--- config.mk ---
export PLATFORM = sky130hd
export DESIGN_NAME = imem_arbiter_flat
export DESIGN_NICKNAME = d
export VERILOG_FILES = /design/src/rtl/imem_pkg.sv /design/src/rtl/imem_arbiter_if.sv /design/src/rtl/imem_arbiter.sv /design/src/flat_wrapper.sv
export SDC_FILE = /design/constraint.sdc
export NUM_CORES = 1
export LEC_CHECK = 0
export ABC_AREA = 1
export CAP_MARGIN = 20
export CORE_ASPECT_RATIO = 1.5
export CORE_MARGIN = 4
export CORE_UTILIZATION = 31
export CTS_CLUSTER_DIAMETER = 150
export CTS_CLUSTER_SIZE = 24
export DETAILED_ROUTE_END_ITERATION = 12
export GPL_ROUTABILITY_DRIVEN = 0
export PLACE_DENSITY = 0.82
export SLEW_MARGIN = 40
export SYNTH_ARGS = -nofsm -noshare
export SYNTH_HDL_FRONTEND = slang
export SYNTH_SLANG_ARGS = --single-unit
--- constraint.sdc ---
create_clock -name clk -period 2.2 [get_ports clk]
set_clock_uncertainty 0.05 [all_clocks]
set_input_delay 0.55 -clock clk [delete_from_list [all_inputs] [get_ports clk]]
set_output_delay 0.55 -clock clk [all_outputs]
set_load 0.01 [all_outputs]
--- src/rtl/imem_pkg.sv ---
// Shared types and constants for the instruction-memory arbiter and the fetch/hazard units.
package imem_pkg;

  typedef enum logic {ARB_BOOT, ARB_RUN} arb_state_t;

  localparam logic [31:0] NOP_INSTR         = 32'h00000013;
  localparam logic [31:0] DEFAULT_BASE_ADDR = 32'hBFC00000;

  // True when addr falls inside the window of 2**aw bytes that starts at base.
  function automatic logic in_window(input logic [31:0] addr, input logic [31:0] base,
                                     input int unsigned aw);
    return (addr >> aw) == (base >> aw);
  endfunction

endpackage

--- src/rtl/imem_arbiter_if.sv ---
// Loader, fetch and memory-port signals of the instruction-memory arbiter.
interface imem_arbiter_if #(
  parameter int unsigned ADDR_WIDTH = 12
);
  logic                  ld_valid;
  logic                  ld_ready;
  logic [31:0]           ld_addr;
  logic [7:0]            ld_data;
  logic                  ld_last;
  logic                  f_req;
  logic [31:0]           f_addr;
  logic [31:0]           f_instr;
  logic                  f_stall;
  logic                  cpu_hold;
  logic [ADDR_WIDTH-1:0] mem_addr;
  logic                  mem_we;
  logic [7:0]            mem_wdata;
  logic [31:0]           mem_rdata;
  logic                  addr_err;
  logic [ADDR_WIDTH:0]   load_count;

  modport slave (
    input  ld_valid, ld_addr, ld_data, ld_last, f_req, f_addr, mem_rdata,
    output ld_ready, f_instr, f_stall, cpu_hold, mem_addr, mem_we, mem_wdata,
           addr_err, load_count
  );

  modport master (
    output ld_valid, ld_addr, ld_data, ld_last, f_req, f_addr, mem_rdata,
    input  ld_ready, f_instr, f_stall, cpu_hold, mem_addr, mem_we, mem_wdata,
           addr_err, load_count
  );
endinterface

--- src/rtl/imem_arbiter.sv ---
// Shares the single-port instruction memory between the fetch stage and the program loader:
// BOOT holds the CPU while the image loads, RUN favours fetch with a bounded loader wait.
module imem_arbiter
  import imem_pkg::*;
#(
  parameter int unsigned ADDR_WIDTH = 12,
  parameter logic [31:0] BASE_ADDR  = DEFAULT_BASE_ADDR,
  parameter int unsigned MAX_WAIT   = 4
) (
  input  logic clk,
  input  logic rst,
  imem_arbiter_if.slave bus
);

  localparam int unsigned         WAIT_W   = (MAX_WAIT < 1) ? 1 : $clog2(MAX_WAIT + 1);
  localparam logic [WAIT_W-1:0]   WAIT_MAX = WAIT_W'(MAX_WAIT);
  localparam logic [ADDR_WIDTH:0] LOAD_MAX = {1'b1, {ADDR_WIDTH{1'b0}}};

  arb_state_t          state_q, state_d;
  logic [WAIT_W-1:0]   wait_cnt_q, wait_cnt_d;
  logic                addr_err_q, addr_err_d;
  logic [ADDR_WIDTH:0] load_count_q, load_count_d;
  logic                ld_accept;
  logic                ld_in_win;
  logic                f_in_win;

  assign ld_in_win      = in_window(bus.ld_addr, BASE_ADDR, ADDR_WIDTH);
  assign f_in_win       = in_window(bus.f_addr, BASE_ADDR, ADDR_WIDTH);
  assign bus.addr_err   = addr_err_q;
  assign bus.load_count = load_count_q;

  always_ff @(posedge clk or posedge rst) begin
    if (rst) begin
      state_q      <= ARB_BOOT;
      wait_cnt_q   <= '0;
      addr_err_q   <= 1'b0;
      load_count_q <= '0;
    end else begin
      state_q      <= state_d;
      wait_cnt_q   <= wait_cnt_d;
      addr_err_q   <= addr_err_d;
      load_count_q <= load_count_d;
    end
  end

  always_comb begin
    state_d       = state_q;
    wait_cnt_d    = wait_cnt_q;
    addr_err_d    = addr_err_q;
    load_count_d  = load_count_q;
    ld_accept     = 1'b0;
    bus.ld_ready  = 1'b0;
    bus.f_stall   = 1'b0;
    bus.f_instr   = NOP_INSTR;
    bus.cpu_hold  = 1'b0;
    bus.mem_addr  = bus.f_addr[ADDR_WIDTH-1:0];
    bus.mem_we    = 1'b0;
    bus.mem_wdata = bus.ld_data;

    case (state_q)
      ARB_BOOT: begin
        // Keep the memory port quiet while reset is still asserted.
        bus.cpu_hold = 1'b1;
        bus.f_stall  = 1'b1;
        bus.ld_ready = !rst;
        ld_accept    = bus.ld_valid && !rst;
        wait_cnt_d   = '0;
        if (ld_accept && bus.ld_last) state_d = ARB_RUN;
      end
      ARB_RUN: begin
        bus.ld_ready = !bus.f_req || (wait_cnt_q == WAIT_MAX);
        ld_accept    = bus.ld_valid && bus.ld_ready;
        if (bus.f_req && ld_accept) begin
          bus.f_stall = 1'b1;
        end else if (bus.f_req) begin
          if (f_in_win) bus.f_instr = bus.mem_rdata;
          else          addr_err_d  = 1'b1;
        end
        if (!bus.ld_valid || ld_accept) wait_cnt_d = '0;
        else if (wait_cnt_q != WAIT_MAX) wait_cnt_d = wait_cnt_q + WAIT_W'(1);
      end
    endcase

    // Out-of-window beats are consumed but never written.
    if (ld_accept) begin
      bus.mem_addr = bus.ld_addr[ADDR_WIDTH-1:0];
      if (ld_in_win) begin
        bus.mem_we = 1'b1;
        if (load_count_q != LOAD_MAX) load_count_d = load_count_q + (ADDR_WIDTH+1)'(1);
      end else begin
        addr_err_d = 1'b1;
      end
    end
  end

endmodule

--- src/flat_wrapper.sv ---
// flat-port wrapper written by rule: the top's interface ports become plain ports
module imem_arbiter_flat import imem_pkg::*;
#(
  parameter int unsigned ADDR_WIDTH = 12,
  parameter logic [31:0] BASE_ADDR  = DEFAULT_BASE_ADDR,
  parameter int unsigned MAX_WAIT   = 4
)
  (clk, rst, bus_ld_valid, bus_ld_addr, bus_ld_data, bus_ld_last, bus_f_req, bus_f_addr, bus_mem_rdata, bus_ld_ready, bus_f_instr, bus_f_stall, bus_cpu_hold, bus_mem_addr, bus_mem_we, bus_mem_wdata, bus_addr_err, bus_load_count);
  imem_arbiter_if #(.ADDR_WIDTH(ADDR_WIDTH)) bus_i ();
  input  logic clk;
  input  logic rst;
  input wire logic [$bits(bus_i.ld_valid)-1:0] bus_ld_valid;
  input wire logic [$bits(bus_i.ld_addr)-1:0] bus_ld_addr;
  input wire logic [$bits(bus_i.ld_data)-1:0] bus_ld_data;
  input wire logic [$bits(bus_i.ld_last)-1:0] bus_ld_last;
  input wire logic [$bits(bus_i.f_req)-1:0] bus_f_req;
  input wire logic [$bits(bus_i.f_addr)-1:0] bus_f_addr;
  input wire logic [$bits(bus_i.mem_rdata)-1:0] bus_mem_rdata;
  output wire logic [$bits(bus_i.ld_ready)-1:0] bus_ld_ready;
  output wire logic [$bits(bus_i.f_instr)-1:0] bus_f_instr;
  output wire logic [$bits(bus_i.f_stall)-1:0] bus_f_stall;
  output wire logic [$bits(bus_i.cpu_hold)-1:0] bus_cpu_hold;
  output wire logic [$bits(bus_i.mem_addr)-1:0] bus_mem_addr;
  output wire logic [$bits(bus_i.mem_we)-1:0] bus_mem_we;
  output wire logic [$bits(bus_i.mem_wdata)-1:0] bus_mem_wdata;
  output wire logic [$bits(bus_i.addr_err)-1:0] bus_addr_err;
  output wire logic [$bits(bus_i.load_count)-1:0] bus_load_count;
  assign bus_i.ld_valid = bus_ld_valid;
  assign bus_i.ld_addr = bus_ld_addr;
  assign bus_i.ld_data = bus_ld_data;
  assign bus_i.ld_last = bus_ld_last;
  assign bus_i.f_req = bus_f_req;
  assign bus_i.f_addr = bus_f_addr;
  assign bus_i.mem_rdata = bus_mem_rdata;
  assign bus_ld_ready = bus_i.ld_ready;
  assign bus_f_instr = bus_i.f_instr;
  assign bus_f_stall = bus_i.f_stall;
  assign bus_cpu_hold = bus_i.cpu_hold;
  assign bus_mem_addr = bus_i.mem_addr;
  assign bus_mem_we = bus_i.mem_we;
  assign bus_mem_wdata = bus_i.mem_wdata;
  assign bus_addr_err = bus_i.addr_err;
  assign bus_load_count = bus_i.load_count;
  imem_arbiter #(.ADDR_WIDTH(ADDR_WIDTH), .BASE_ADDR(BASE_ADDR), .MAX_WAIT(MAX_WAIT)) u_core (.clk(clk), .rst(rst), .bus(bus_i));
endmodule
# After elaboration in Yosys (flattened, before gate mapping)

Index checks and enable logic that the tools add are counted.

Register bits after elaboration: 18
Input port bits: 109

Add/subtract/negate cells: 2
Equality and inequality tests: 6
Mux-type cells: 23
Bitwise gates (word level): 1
Reduce and logical (&&, ||, !) cells: 10

Operator list:

| kind                    | count |
|---|---|
| $mux W32                | 4 |
| $eq A20 B20 Y1 const B  | 2 |
| $add A13 B1 Y13 const B | 1 |
| $ne A13 B13 Y1 const B  | 1 |
| $mux W1                 | 12 |
| $mux W12                | 1 |
| $mux W3                 | 2 |
| $ne A3 B3 Y1 const B    | 2 |
| $pmux W1 S2             | 3 |
| $pmux W3 S2             | 1 |
| $logic_and A1 B1 Y1     | 4 |
| $add A3 B1 Y3 const B   | 1 |
| $eq A3 B3 Y1 const B    | 1 |
| $logic_not A1 Y1        | 3 |
| $reduce_and A3 Y1       | 1 |
| $logic_or A1 B1 Y1      | 2 |
| $not A1 Y1              | 1 |

# Longest topological paths before layout

Gate-level depths: netlist (run 1).

Depth in word-level cells: 8
Depth in mapped cells: 11
Depth with buffers taken out: 10

# Least setup slack after synthesis (run 1)

Ideal clock, no wire load.

Path kind: input port to output port
Start: input port bus_f_addr[13]
End: output port bus_f_instr[12]
Arrival: 1.461 ns
Data required time: 1.600 ns
Path slack: 0.139 ns
Stages: 7
Cells stage by stage: nor2_1 > nand3b_1 > nor3_2 > inv_2 > buf_6 > buf_6 > nor2_2

Word-level cells in the longest chain between the ends: 5

Ends and longest elaborated chain:

| item           | RTL line           | RTL |
|---|---|---|
| from (decl)    | flat_wrapper.sv:17 | `input wire logic [$bits(bus_i.f_addr)-1:0] bus_f_addr;` |
| $eq A20 B20 Y1 | imem_pkg.sv:12     | `return (addr >> aw) == (base >> aw);` |
| $mux W32       | imem_arbiter.sv:76 | `if (f_in_win) bus.f_instr = bus.mem_rdata;` |
| $mux W32       | imem_arbiter.sv:75 | `end else if (bus.f_req) begin` |
| $mux W32       | imem_arbiter.sv:73 | `if (bus.f_req && ld_accept) begin` |
| $mux W32       | imem_arbiter.sv:60 | `case (state_q)` |
| to (decl)      | flat_wrapper.sv:20 | `output wire logic [$bits(bus_i.f_instr)-1:0] bus_f_instr;` |

No other way between the ends.

# Final worst setup path (run 1)

Start: register u_core.wait_cnt_q[0]
End: output port bus_f_instr[27]

Word-level cells in the longest chain between the ends: 6

Ends and longest elaborated chain:

| item                   | RTL line           | RTL |
|---|---|---|
| from (decl)            | imem_arbiter.sv:20 | `logic [WAIT_W-1:0] wait_cnt_q, wait_cnt_d;` |
| from (signal assigned) | imem_arbiter.sv:40 | `wait_cnt_q <= wait_cnt_d;` |
| $eq A3 B3 Y1           | imem_arbiter.sv:71 | `bus.ld_ready = !bus.f_req \|\| (wait_cnt_q == WAIT_MAX);` |
| $logic_or A1 B1 Y1     | imem_arbiter.sv:71 |  |
| $logic_and A1 B1 Y1    | imem_arbiter.sv:72 | `ld_accept = bus.ld_valid && bus.ld_ready;` |
| $logic_and A1 B1 Y1    | imem_arbiter.sv:73 |  |
| $mux W32               | imem_arbiter.sv:73 |  |
| $mux W32               | imem_arbiter.sv:60 |  |

No other way between the ends.

==> impl.org, run 1 <==
** Outcome
- The run finished, with violations left.
- Violations in the final reports :: setup timing

** Setup path
- Termination of the worst setup path :: bus_f_instr[27]
- Tracing the worst setup path back leads to its startpoint at u_core.wait_cnt_q[0]$_DFFE_PP0P_.
- Counting cells, the worst reg-to-reg path comes to 13.
- Class of the most critical setup path :: reg2out
- Critical path required time :: 1600 ps
- The worst register-to-register path ends at u_core.bus.load_count[10]$_DFFE_PP0P_.
- Worst path bufs/invs :: 5
- The critical path goes through inv_2, ha_4, nand2_4, nand2_4, nand2_2, nand2_2, clkinv_4, buf_12, buf_16, nand2_4, nor2_2, buf_2.
- Cell repeated most along the worst path :: nand2_4
- Launching element type of the critical path :: flop
- Maximum fanout along the worst path :: 7
- The critical path crosses 12 cells after its start point.
- Crit path max-delay family :: buffers and inverters
- STA puts the critical path data arrival time at 1780 ps.
- Kind of end point of the critical path :: primary output
- CP max stage cell :: dfrtp_1
- Flop-to-flop setup slack :: 250 ps
- Max incr delay on CP :: 390 ps
- Source of the worst register-to-register timing path :: u_core.wait_cnt_q[0]$_DFFE_PP0P_

** Final layout
- After the flow finishes, the layout carries non-filler instances totaling 614.
- Fill cells :: 419
- Count of inserted antenna diode cells :: 0
- Proportion of layout cells with a drive suffix above 1 :: 0.382
- Area of all placed cells without fillers :: 4350 um^2
- Compared with the post-synthesis result, the final layout area differs by 127%.
- Most used cells in the layout excluding fill and tap cells :: 110 x nand2_1, 74 x clkdlybuf4s50_1, 43 x nor2_1, 39 x buf_2, 36 x buf_4
- Net count, final :: 656
- For this run, the share of the core covered by cells in the final layout is 0.735.
- Most frequent standard cell in the layout excluding fill and tap cells :: nand2_1

** Floorplanning
- The core region is 5910 um^2.
- Number of cell rows :: 34
- Number of ports placed on the die boundary :: 179
- Measured along the x axis, the die boundary spans 72.2 um.
- The initial utilization of the core area, before any placement, comes to 0.324.
- Die Height :: 104 um
- Die footprint :: 7520 um^2

** Timing
- Hold Vio Cnt, Final :: 0
- Subtracting the final worst setup slack from the clock period gives 2380 ps.
- Number of setup violations in the final report :: 42
- Worst path setup slack after routing :: -177 ps
- Derived from the worst setup path, the maximum achievable clock frequency is 0.421 GHz.
- Measured slew at the worst slew-check pin :: 322 ps
- Fraction of the cycle the final worst path needs :: 1.08
- In this run the tightest slew margin relative to its limit is 0.785.
- Setup repair after global routing missed its margin :: true
- Number of slew-limit violations in the final report :: 0

** Synth
- Post-synth ARST share :: 1.00
- Cell count after synthesis :: 343
- Synthesis instantiated 21 different standard cells from the library.
- Syn_nets :: 456
- The synthesized design contains 18 register bits.
- The most used flip-flop cell after synthesis is dfrtp_1.
- Sequential element share of the synthesized area :: 0.235
- After synthesis the cells add up to 1910 um^2.
- A synthesized cell averages 5.58 um^2.
- Yosys warning count :: 0
- Number of flops mapped to enable cells by yosys :: 0

** Power and ir drop
- Seq pwr share :: 0.320
- Of the total power, the share spent switching nets is 0.289.
- In this run the static leakage power is 2.22 nW.
- In this run the power density over the cells is 239 nW/um^2.
- Peak ir drop on the vdd network :: 0.000371 V
- Internal power of the cells :: 0.740 mW
- Of the total power, the clock network draws 0.266.
- Switching Power :: 0.301 mW
- Combinational power share :: 0.414

** Routing
- First-pass DRT Iterations :: 4
- In the routed design, unresolved DRC markers number 0.
- In this run the remaining antenna-violating nets after routing total 0.
- After detailed routing, the number of vias per cell comes to 4.76.
- Number of vias after detailed routing :: 2922
- Number of violations reported at the end of detailed-routing iteration 0 :: 102
- Dividing the detail-routed wire length by the instance count gives 15.9 um.
- After detailed routing, the total wire length is 9750 um.

** Placed design
- Placed cell count :: 577
- In this run the tool buffered the top-level ports with 162 buffer cells.
- The HPWL after detailed placement is 6390 um.
- Once placement finished, the instance area stood at 3670 um^2.

** GRT
- In the global route stage, overall resource usage came out at 0.221.
- Vias in the first global route :: 2858
- Global routing finished with a remaining overflow of 0.
- Initial antenna violation count :: 0
- The first global-routing pass estimated 13600 um of wire.
- Entering global routing, the biggest net connects 19 pins.

** Clock network
- # H-tree levels :: 1
- Count of hold buffers inserted by post-cts repair :: 0
- TritonCTS created 3 clock buffers.
- TritonCTS built the clock tree.
- Clock insertion delay at the later pin of the skew report :: 250 ps
- Clock-pin slew was measured on the worst setup and hold paths at 70 ps.
- The longest clock path from root to sink contains 2 buffers.
- The clock net in this run drives a total of 18 sinks.
- CTS placed an instance of clkbuf_8 at the clock tree root.

** Job
- Across the run, the number of max-cap violations was 0.

** Min path
- Worst hold path class :: in2async
## worst reg2reg max path: cells and delay by family (launching register included)
kind,cells,cell delay (ps)
buffers and inverters,5,690
DFF,1,390
and+or+nand+nor,7,580
adders and majority gates,1,140
## synthesized netlist by cell type, drive strengths merged, types with 2 or more instances
library cell | n | area [um^2]
nand3b | 2 | 15.0
nand2 | 153 | 574
nand4 | 8 | 56.3
ha | 4 | 50.1
nand3 | 24 | 120
xnor2 | 4 | 35.0
xor2 | 3 | 26.3
inv | 30 | 113
dfrtp | 18 | 450
buf | 19 | 135
nor2 | 74 | 313
## cell type report
cell class              count  area [um^2]  area share
well taps                  72         90.1      0.0207
flip-flops and latches     18          450       0.104
repair buffers            214         2030       0.468
clock buffers               4         55.1      0.0127
inverters                  30          138      0.0317
multi-input cells         276         1580       0.364
## state kept, by name, summed over array words and instances (netlist names)
register               flops
u_core.bus.addr_err        1
u_core.bus.load_count     13
u_core.state_q             1
u_core.wait_cnt_q          3
## logic make-up (layout without fill, tap and decap cells)
kind of cell	Yosys count	after routing	synth area share
AOI/OAI and AO/OA	2	2	0.00522
adders and majority gates	4	4	0.0261
xor gates and xnor gates	7	7	0.0320
buffers and inverters	49	248	0.129
DFF	18	18	0.235
and+or+nand+nor	263	263	0.572
## power by group through the flow
stage / registers, mW / logic, mW / clock network, mW
after CTS: 0.333 / 0.363 / 0.282
after global placement: 0.340 / 0.337 / 0
after global routing: 0.333 / 0.460 / 0.298
after detailed placement: 0.340 / 0.344 / 0
after floorplan: 0.340 / 0.110 / 0
final: 0.333 / 0.431 / 0.276
## routing by layer
| metal | up-vias | share of wire | GRT usage |
|---|---|---|---|
| li1 | 1434 | - | - |
| met1 | 1334 | 0.35 | 0.239 |
| met2 | 128 | 0.55 | 0.417 |
| met3 | 26 | 0.072 | 0.0406 |
| met4 | 0 | 0.025 | 0.0659 |
| met5 | - | 0 | 0 |
## timing repair
item                                    in CTS  in global routing
pin swaps                                   33                 41
resized for setup                          287                135
endpoints found under the setup margin      47                 59
cloned                                       6                  0
setup buffers                               23                  5
## worst min path at each step
stage / slack, ps / start / end
2_1_floorplan: 380 / u_core.wait_cnt_q[0]$_DFFE_PP0P_ / u_core.wait_cnt_q[0]$_DFFE_PP0P_
3_5_place_dp: 430 / u_core.bus.addr_err$_DFF_PP0_ / u_core.bus.addr_err$_DFF_PP0_
3_3_place_gp: 430 / u_core.bus.addr_err$_DFF_PP0_ / u_core.bus.addr_err$_DFF_PP0_
4_1_cts: 440 / rst / u_core.state_q$_DFF_PP0_
5_1_grt: 460 / rst / u_core.state_q$_DFF_PP0_
6_report: 430 / rst / u_core.state_q$_DFF_PP0_
## metrics by stage
| step | TNS, ps | hold WS, ps | worst slack, ps | power (mW) |
|---|---|---|---|---|
| floorplan | 0 | 381 | 139 | 0.449 |
| global placement | -32390 | 432 | -702 | 0.676 |
| detailed placement | -33340 | 429 | -733 | 0.683 |
| CTS | -3900 | 442 | -165 | 0.978 |
| global route | -7020 | 463 | -260 | 1.09 |
| finish | -3980 | 435 | -177 | 1.04 |
Power figures use the tool's default switching activity.
==> run 2, diff against run 1 <==
- TNS_END_PERCENT: not set -> 30
==> impl.org, run 2 (synthesis gave the netlist of run 1 again) <==
** Clock network
- # H-tree levels :: 1 (unchanged)
- Clock transition at the registers of the reported paths :: 70 ps (about the same)
- Clock insertion delay at the later pin of the skew report :: 250 ps (about the same)
- The CTS tree is done (unchanged).
- Maximum root-to-sink buffer count :: 2 (unchanged)
- The cell chosen for the clock root was clkbuf_8 (unchanged).
- The total clock buffers created by CTS came to 3 (unchanged).
- The number of hold buffers added after cts came to 0 (unchanged).
- The CTS sink count came to 18 (unchanged).

** Setup path
- The required time of the critical path was 1600 ps (about the same).
- The data arrival at the endpoint of the critical path was 1790 ps (was 1780 ps).
- Critical path cell sequence: inv_2, ha_4, nand2_4, nand2_4, nand2_2, nand2_2, clkinv_4, buf_12, buf_16, nand2_4, nor2_2, buf_2 (unchanged).
- The most prevalent standard cell on the critical path is nand2_4 (unchanged).
- The maximum single-stage delay on the critical path came to 390 ps (about the same).
- CP max stage cell :: dfrtp_1 (unchanged)
- Class of the most critical setup path :: reg2out (unchanged)
- Maximum fanout along the worst path :: 7 (unchanged)
- The element type at the critical path start is a flop (unchanged).
- The type of element capturing the critical path is a primary output (unchanged).

** Floorplanning
- The count of pins on the block boundary came to 179 (unchanged).
- Die Height :: 104 um (unchanged)
- Die footprint :: 7520 um^2 (unchanged)
- The row count was 34 (unchanged).
- The total core area is 5910 um^2 (unchanged).
- The width of the die is 72.2 um (unchanged).
- Initial standard-cell utilization of the core :: 0.324 (unchanged)

** Final layout
- The most common cell after layout, fill and taps aside is nand2_1 (unchanged).
- Fill cells :: 473 (was 419)
- The count of inserted antenna diode cells is 0 (unchanged).
- Multi-input combinational cell area :: 1470 um^2 (was 1580 um^2)
- Non-filler cells in the finished layout :: 607 (was 614)
- The share of cells above drive strength 1 was 0.363 (was 0.382).
- The flip-flop and latch area is 450 um^2 (unchanged).
- Most used cells in the layout excluding fill and tap cells :: 115 x nand2_1, 88 x clkdlybuf4s50_1, 50 x buf_2, 44 x nor2_1, 30 x buf_4 (was 110 x nand2_1, 74 x clkdlybuf4s50_1, 43 x nor2_1, 39 x buf_2, 36 x buf_4)
- Synth-to-Final Area Change :: 113% (was 127%)
- The final-stage net count is 649 (was 656).
- Number of flip-flops in the largest register :: 13 (unchanged)

** Job
- Max Cap Viol :: 0 (unchanged)

** Timing
- The max-slew violation count is 0 (unchanged).
- Headroom to the max-slew limit :: 0.787 (was 0.785)
- Measured slew at the worst slew-check pin :: 318 ps (was 322 ps)
- Number of setup violations in the final report :: 43 (was 42)
- Hold Vio Cnt, Final :: 0 (unchanged)
- Worst path setup slack after routing :: -191 ps (was -177 ps)
- Fmax :: 0.418 GHz (was 0.421 GHz)
- The part of the cycle the worst path needs is 1.09 (was 1.08).
- Setup repair after global routing missed its margin :: true (unchanged)
- Minimum clock period after layout :: 2390 ps (was 2380 ps)

** Routing
- First-pass DRT Iterations :: 4 (unchanged)
- Number of violations reported at the end of detailed-routing iteration 0 :: 105 (was 102)
- DRC violation count after routing :: 0 (unchanged)
- The vias per cell was 4.70 (was 4.76).
- The remaining antenna violation count was 0 (unchanged).
- Number of vias after detailed routing :: 2854 (was 2922)
- The mean routed wirelength per cell was 15.3 um (was 15.9 um).
- Routed wire length :: 9310 um (was 9750 um)

** Min path
- Worst hold path class :: in2async (unchanged)

** Power and ir drop
- Leak pwr :: 2.05 nW (was 2.22 nW)
- The power per cell area was 251 nW/um^2 (was 239 nW/um^2).
- The highest ir drop seen on vdd was 0.000368 V (was 0.000371 V).
- The sum of internal, switching and leakage power came to 1.03 mW (was 1.04 mW).

** Placed design
- Placed cell count :: 577 (unchanged)
- DPL Wire Length :: 6390 um (unchanged)
- The worst slack at placement was -733 ps (unchanged).
- The total of buffers placed on input and output ports was 162 (unchanged).

** GRT
- The overall fraction of global-route tracks in use was 0.220 (was 0.221).
- Initial antenna violation count :: 0 (unchanged)
- The global-route wire length before repair is 13500 um (was 13600 um).
- The pin count of the biggest net entering global routing came to 19 (unchanged).
- Leftover overflow at the end of global routing :: 0 (unchanged)
- The via count of the first global-routing pass is 2820 (was 2858).

** Outcome
- Status :: finished, violations left (unchanged)
- Violations in the final reports :: setup timing (unchanged)
-- run 2: cell types whose count changed in the layout (fill, tap and decap cells not counted), sizes merged --
cell,delta
dlygate4sd2,-2
buf,-7
dlymetal6s2s,-12
clkdlybuf4s50,+14
-- run 2: area by class of cell --
class | count | share of cell area
clock buffer | 4 | 0.0135
inverter | 30 | 0.0337
multi-input combinational | 276 | 0.360
sequential | 18 | 0.110
tap | 72 | 0.0220
timing repair buffer | 207 | 0.460
-- run 2: final timing paths --
kind                                                              end  slack [ps]  cells past startpoint                             start
worst max-delay path                                   bus_f_instr[3]        -190                     12  u_core.wait_cnt_q[0]$_DFFE_PP0P_
worst min-delay path                         u_core.state_q$_DFF_PP0_         430                      3                               rst
worst max register to register  u_core.bus.load_count[10]$_DFFE_PP0P_         260                     13  u_core.wait_cnt_q[0]$_DFFE_PP0P_
worst min register to register          u_core.bus.addr_err$_DFF_PP0_         450                      2     u_core.bus.addr_err$_DFF_PP0_
max in group asynchronous        u_core.bus.load_count[6]$_DFFE_PP0P_        1470                      3                               rst
min in group clk                        u_core.bus.addr_err$_DFF_PP0_         450                      2     u_core.bus.addr_err$_DFF_PP0_
-- run 2: routing by layer --
metal	track usage	part of all wire	vias to the layer above
met5	0	0	-
met4	0.0645	0.021	0
met3	0.0474	0.078	18
met2	0.417	0.55	116
met1	0.234	0.35	1300
li1	-	-	1420
-- run 2: power breakdown --
part / switching (mW) / total, mW / internal (mW)
clock: 0.117 / 0.276 / 0.159
combinational: 0.168 / 0.416 / 0.248
sequential: 0.00108 / 0.333 / 0.332
total: 0.286 / 1.03 / 0.739
-- run 2: worst max-delay path: cells and delay by family, from the launching register on --
family,cells,cell delay (ps)
adder cells (fa/ha/maj),1,140
buffers and inverters,5,600
AND/OR/NAND/NOR,6,410
flip-flops,1,390
-- run 2: timing repair --
action,4_1_cts,5_1_grt
cloned,6,0
setup buffers,17,3
pin swaps,26,31
endpoints found under the setup margin,47,47
gates resized for setup,282,88
-- run 2: stage by stage --
stage	cell area, um^2	hold WS (ps)	utilization	TNS, ps
after detailed placement	3670	429	0.621	-33340
after global routing	4090	463	0.691	-7670
after CTS	3810	442	0.644	-4020
after global placement	3670	432	0.621	-32390
after floorplan	1910	381	-	0
final	4090	434	0.691	-4510
